$ cat src/rtl/icache_ctrl_if.sv
// icache_ctrl_if: CPU fetch port and block-fill memory port of the icache.
// slave = cache side, master = CPU/memory side.
interface icache_ctrl_if #(
  parameter int WORD_SIZE  = 32,
  parameter int BLOCK_SIZE = 8,
  parameter int MEM_SIZE   = 32
);
  localparam int OFF = $clog2(BLOCK_SIZE);
  localparam int BA  = $clog2(MEM_SIZE);
  localparam int AW  = BA + OFF + 2;
  localparam int LW  = WORD_SIZE * BLOCK_SIZE;

  logic                 cpu_req;
  logic [AW-1:0]        cpu_addr;
  logic                 flush;
  logic                 cpu_ready;
  logic [WORD_SIZE-1:0] cpu_instr;
  logic                 mem_ren;
  logic [BA-1:0]        mem_block_address;
  logic                 mem_ready;
  logic [LW-1:0]        mem_dout;
  logic [15:0]          miss_count;

  modport slave (
    input  cpu_req, cpu_addr, flush,
    input  mem_ready, mem_dout,
    output cpu_ready, cpu_instr,
    output mem_ren, mem_block_address,
    output miss_count
  );

  modport master (
    output cpu_req, cpu_addr, flush,
    output mem_ready, mem_dout,
    input  cpu_ready, cpu_instr,
    input  mem_ren, mem_block_address,
    input  miss_count
  );
endinterface

$ cat src/rtl/icache_ctrl.sv
// icache_ctrl: direct-mapped instruction cache, zero-cycle hits, block fills.
// Ports: clock, reset (async, active-high), bus (icache_ctrl_if.slave).
module icache_ctrl #(
  parameter int WORD_SIZE  = 32,
  parameter int BLOCK_SIZE = 8,
  parameter int MEM_SIZE   = 32,
  parameter int CACHE_SIZE = 4
) (
  input  logic         clock,
  input  logic         reset,
  icache_ctrl_if.slave bus
);
  localparam int OFF = $clog2(BLOCK_SIZE);
  localparam int IDX = $clog2(CACHE_SIZE);
  localparam int BA  = $clog2(MEM_SIZE);
  localparam int AW  = BA + OFF + 2;
  localparam int TAG = BA - IDX;
  localparam int LW  = WORD_SIZE * BLOCK_SIZE;

  typedef enum logic [1:0] {
    IDLE    = 2'd0,
    REQ     = 2'd1,
    RELEASE = 2'd2
  } state_t;

  state_t          state_q;
  logic [CACHE_SIZE-1:0] valid_q;
  logic [TAG-1:0]  tag_q  [CACHE_SIZE];
  logic [LW-1:0]   data_q [CACHE_SIZE];
  logic            mem_ren_q;
  logic [BA-1:0]   blk_q;
  logic [15:0]     miss_q;

  logic [OFF-1:0]  off;
  logic [IDX-1:0]  idx;
  logic [TAG-1:0]  tag;
  logic            lookup;
  logic            hit;
  logic [IDX-1:0]  fill_idx;
  logic [TAG-1:0]  fill_tag;
  logic            fill;

  assign off = bus.cpu_addr[OFF+1:2];
  assign idx = bus.cpu_addr[OFF+IDX+1:OFF+2];
  assign tag = bus.cpu_addr[AW-1:OFF+IDX+2];

  assign lookup = valid_q[idx] && (tag_q[idx] == tag);

  // flush wins over a hit in the same cycle
  assign hit = (state_q == IDLE) && bus.cpu_req
            && !bus.flush && lookup;

  assign bus.cpu_ready = hit;
  assign bus.cpu_instr = hit
    ? data_q[idx][off*WORD_SIZE +: WORD_SIZE]
    : '0;

  assign bus.mem_ren           = mem_ren_q;
  assign bus.mem_block_address = blk_q;
  assign bus.miss_count        = miss_q;

  assign fill_idx = blk_q[IDX-1:0];
  assign fill_tag = blk_q[BA-1:IDX];
  assign fill     = (state_q == REQ) && bus.mem_ready;

  always_ff @(posedge clock or posedge reset) begin
    if (reset) begin
      state_q   <= IDLE;
      valid_q   <= '0;
      mem_ren_q <= 1'b0;
      blk_q     <= '0;
      miss_q    <= '0;
    end else begin
      unique case (state_q)
        IDLE: begin
          if (bus.flush) begin
            valid_q <= '0;
          end else if (bus.cpu_req && !lookup) begin
            blk_q     <= {tag, idx};
            mem_ren_q <= 1'b1;
            state_q   <= REQ;
            if (miss_q != 16'hFFFF)
              miss_q <= miss_q + 16'd1;
          end
        end
        REQ: begin
          if (bus.mem_ready) begin
            valid_q[fill_idx] <= 1'b1;
            mem_ren_q         <= 1'b0;
            state_q           <= RELEASE;
          end
        end
        RELEASE: state_q <= IDLE;
        default: state_q <= IDLE;
      endcase
    end
  end

  // Line storage has no reset; a fill only happens in REQ, which reset
  // leaves immediately, so an aborted miss never writes a line.
  always_ff @(posedge clock) begin
    if (fill) begin
      data_q[fill_idx] <= bus.mem_dout;
      tag_q[fill_idx]  <= fill_tag;
    end
  end
endmodule

$ cat src/flat_wrapper.sv
// flat-port wrapper written by rule: the top's interface ports become plain ports
module icache_ctrl_flat 
#(
  parameter int WORD_SIZE  = 32,
  parameter int BLOCK_SIZE = 8,
  parameter int MEM_SIZE   = 32,
  parameter int CACHE_SIZE = 4
)
  (clock, reset, bus_cpu_req, bus_cpu_addr, bus_flush, bus_mem_ready, bus_mem_dout, bus_cpu_ready, bus_cpu_instr, bus_mem_ren, bus_mem_block_address, bus_miss_count);
  icache_ctrl_if #(.WORD_SIZE(WORD_SIZE), .BLOCK_SIZE(BLOCK_SIZE), .MEM_SIZE(MEM_SIZE)) bus_i ();
  input  logic clock;
  input  logic reset;
  input wire logic [$bits(bus_i.cpu_req)-1:0] bus_cpu_req;
  input wire logic [$bits(bus_i.cpu_addr)-1:0] bus_cpu_addr;
  input wire logic [$bits(bus_i.flush)-1:0] bus_flush;
  input wire logic [$bits(bus_i.mem_ready)-1:0] bus_mem_ready;
  input wire logic [$bits(bus_i.mem_dout)-1:0] bus_mem_dout;
  output wire logic [$bits(bus_i.cpu_ready)-1:0] bus_cpu_ready;
  output wire logic [$bits(bus_i.cpu_instr)-1:0] bus_cpu_instr;
  output wire logic [$bits(bus_i.mem_ren)-1:0] bus_mem_ren;
  output wire logic [$bits(bus_i.mem_block_address)-1:0] bus_mem_block_address;
  output wire logic [$bits(bus_i.miss_count)-1:0] bus_miss_count;
  assign bus_i.cpu_req = bus_cpu_req;
  assign bus_i.cpu_addr = bus_cpu_addr;
  assign bus_i.flush = bus_flush;
  assign bus_i.mem_ready = bus_mem_ready;
  assign bus_i.mem_dout = bus_mem_dout;
  assign bus_cpu_ready = bus_i.cpu_ready;
  assign bus_cpu_instr = bus_i.cpu_instr;
  assign bus_mem_ren = bus_i.mem_ren;
  assign bus_mem_block_address = bus_i.mem_block_address;
  assign bus_miss_count = bus_i.miss_count;
  icache_ctrl #(.WORD_SIZE(WORD_SIZE), .BLOCK_SIZE(BLOCK_SIZE), .MEM_SIZE(MEM_SIZE), .CACHE_SIZE(CACHE_SIZE)) u_core (.clock(clock), .reset(reset), .bus(bus_i));
endmodule
$ cat config.mk
export PLATFORM = sky130hd
export DESIGN_NAME = icache_ctrl_flat
export DESIGN_NICKNAME = d
export VERILOG_FILES = /design/src/rtl/icache_ctrl_if.sv /design/src/rtl/icache_ctrl.sv /design/src/flat_wrapper.sv
export SDC_FILE = /design/constraint.sdc
export NUM_CORES = 1
export LEC_CHECK = 0
export BUFFER_PORTS_ARGS = -buffer_cell sky130_fd_sc_hd__buf_4
export CORE_MARGIN = 3
export CORE_UTILIZATION = 55
export DETAILED_ROUTE_END_ITERATION = 6
export GPL_TIMING_DRIVEN = 0
export PLACE_DENSITY = 0.86
export SETUP_SLACK_MARGIN = 0.05
export SYNTH_ARGS = -nofsm -noshare
export SYNTH_HDL_FRONTEND = slang
export SYNTH_SLANG_ARGS = --single-unit
$ cat constraint.sdc
create_clock -name clock -period 24.1 [get_ports clock]
set_input_delay 2.41 -clock clock [delete_from_list [all_inputs] [get_ports clock]]
set_output_delay 2.41 -clock clock [all_outputs]
set_load 0.05 [all_outputs]
==> flow_summary.toml <==
[floorplanning]
die_x_um = 279
coreArea_mm2 = 0.0735
start_util = 0.559
pin_count = 326
die_y_um = 279
dieArea_mm2 = 0.0780
row_count = 99

[setup_path]
worstSetupEndpointType = "primary output"
cp_num_buf_inv = 5
crit_path_frequent_cell = "buf_4"
critPathTopFamily = "buffers and inverters"
required_ns = 21.69
critical_path_arrival_ns = 5.75
cp_slowest_cell = "nand2_1"
slowest_delay_ns = 0.53
path_cells = "buf_4, buf_2, buf_4, nand2_1, clkbuf_1, o221ai_1, nand2_1, a22oi_1, o21ai_0, a211oi_2, buf_4"
start_kind = "input port"
worstSetupPathType = "input port to primary output"
worst-path-max-fanout = 10

[clock_network]
cts_buffer_depth = 3
numCtsBuffers = 103
cts.sinks = 1064
cts-root-buf = "clkbuf_16"
clk_latency_ns = 0.66
cts_hold_buffers = 0
cts_tree = "done"
post_cts_buffers = 0
path_clk_slew_ns = 0.06
cts-resized-gates = 0
cts_max_level = 3

[timing]
setup_slack_ns = 15.94
hold_viol = 0
fin_crit_ns = 8.16
rsz0062_at_grt = "no"
worst_pin_slew_ns = 1.11
skew_ns = 0.0176
period_share = 0.339
holdWs_ns = 0.500
relSlewSlack = 0.261
final_max_slew_viol_count = 0
setup_violations = 0
fmax_mhz = 123

[routing]
drc_errors = 1
first_pass_iters = 7
wirelength_um = 107000
vias = 22300
ant_nets = 0
drt-wirelength-per-cell_um = 30.9
dr.first_iter.drc_count = 2998
vias_per_cell = 6.44

[power]
p_leak_nw = 16.6
peakVddDrop_mv = 0.0581
p_per_area_mw_per_mm2 = 81.9

[grt]
antenna_found_initial = 47
grt_max_degree = 62
grt_pass1_wl_um = 154000
track_usage = 0.273
grt_pass1_vias = 22700
grt_overflow = 0

[yosys]
synth_area_leader_cell = "edfxtp_1"
synth_common_cells = "1,036 x edfxtp_1, 194 x mux4_2, 178 x mux2i_1"
yosysSeqAreaShare = 0.775
yosysTopAreaCellShare = 0.758
netlist_instances = 1884
syn-num-nets = 2156
synth_edf_count = 1036
ys.flop_type = "edfxtp_1"
async_flop_share = 0.0263
ys_types = 42
syn_area_mm2 = 0.0411
synth_area_leaders = "edfxtp_1 76%, mux4_2 11%, mux2i_1 4.3%"
yosysWarningCount = 0
postSynthAreaPerCell_um2 = 21.8
synth-seq-cells = 1064
synth_most_common_cell = "edfxtp_1"

[finish]
num-fill-cells = 4465
nets = 2652
synthToLayoutAreaGrowth_pct = 19.0
drive_above_1_share = 0.340
final_area_mm2 = 0.0489

[placement]
port_buffers = 320
placed_area_mm2 = 0.0457
post-place-ws_ns = 16.06
place.gp.congestion = 0.847
place_hpwl_um = 71500

[hold_path]
hold_class = "flop to flop"

[flow_run]
maxCapViolCount = 0

[status]
violations = "design-rule violations"
status = "finished, violations left"
[worst register-to-register path, stage by stage, from the launching register on]
cell	delay (ns)
dfrtp_1	0.40
nand2b_1	0.17
or2_2	0.33
nor3b_2	0.69
buf_8	0.25
buf_6	0.20
buf_8	0.18
buf_6	0.20
buf_6	0.21
buf_8	0.18
[layer usage]
metal | vias to the layer above | wire (um) | global-route usage
met3 | 280 | 11500 | 0.0789
met1 | 11500 | 38700 | 0.355
met2 | 1482 | 52200 | 0.435
met5 | - | 143 | 0
met4 | 20 | 4560 | 0.118
li1 | 9034 | - | -
[final timing paths]
kind,startpoint,endpoint,slack [ns],cells past startpoint
min in group asynchronous,reset,u_core.bus.miss_count[10],2.05,2
worst max-delay path,bus_cpu_addr[6],bus_cpu_instr[10],15.94,11
max in group asynchronous,reset,u_core.bus.miss_count[8],21.38,2
worst min-delay path,u_core.bus.mem_ren,u_core.bus.mem_ren,0.50,2
worst min register to register,u_core.bus.mem_ren,u_core.bus.mem_ren,0.50,2
worst max register to register,u_core.state_q[1],u_core.data_q[1][124],20.99,9
[power breakdown]
group / internal, mW / switching [mW]
clock network: 0.828 / 0.672
logic: 0.140 / 0.213
registers: 2.12 / 0.0308
total: 3.09 / 0.916
[final cells by class]
cell class | count | area (um^2) | share of cell area
sequential | 1064 | 31800 | 0.651
antenna | 40 | 100 | 0.00205
tap | 959 | 1200 | 0.0245
timing repair buffer | 391 | 3390 | 0.0693
inverter | 6 | 22.5 | 0.000461
buffer | 104 | 533 | 0.0109
clock inverter | 53 | 385 | 0.00788
multi-input combinational | 710 | 8720 | 0.178
clock buffer | 134 | 2720 | 0.0555
[layout by cell type (no fill, tap or decap), drive strengths merged, types with 18 or more instances in the layout]
cell,netlist,layout
a211oi,32,32
dfrtp,28,28
nor2,27,27
mux2,24,24
o22ai,32,32
clkinv,0,40
buf,61,452
clkbuf,43,177
o221ai,64,64
mux4,194,194
a22o,18,18
edfxtp,1036,1036
diode,0,40
mux2i,178,178
a31oi,18,18
nand2,26,26
[registers in the layout (all words and copies together), names as in the netlist]
register                      cells
u_core.tag_q                     12
u_core.valid_q                    4
u_core.bus.miss_count            16
u_core.data_q                  1024
u_core.bus.mem_ren                1
u_core.state_q                    2
u_core.bus.mem_block_address      5
[through the flow]
step           setup TNS, ns   util  cells  power (mW)
6_report                   0  0.665   3461        4.00
5_1_grt                    0  0.665   3446        4.11
4_1_cts                    0  0.664   3421        4.01
3_5_place_dp               0  0.622   3234        2.53
3_3_place_gp        -5730.69  0.608   3163        2.56
2_1_floorplan              0      -   1884        2.41
[kinds of logic (layout without fill, tap and decap cells)]
| logic type | Yosys count | after routing | share of synthesized area |
|---|---|---|---|
| compound gates | 198 | 198 | 0.0402 |
| xor+xnor | 17 | 17 | 0.00363 |
| fa+ha+maj | 1 | 1 | 0.000305 |
| buf+inv | 110 | 688 | 0.0135 |
| flops | 1064 | 1064 | 0.775 |
| mux | 396 | 396 | 0.156 |
| other cells | 0 | 40 | 0 |
| simple gates | 98 | 98 | 0.0114 |
(Power assumes the default switching activity.)
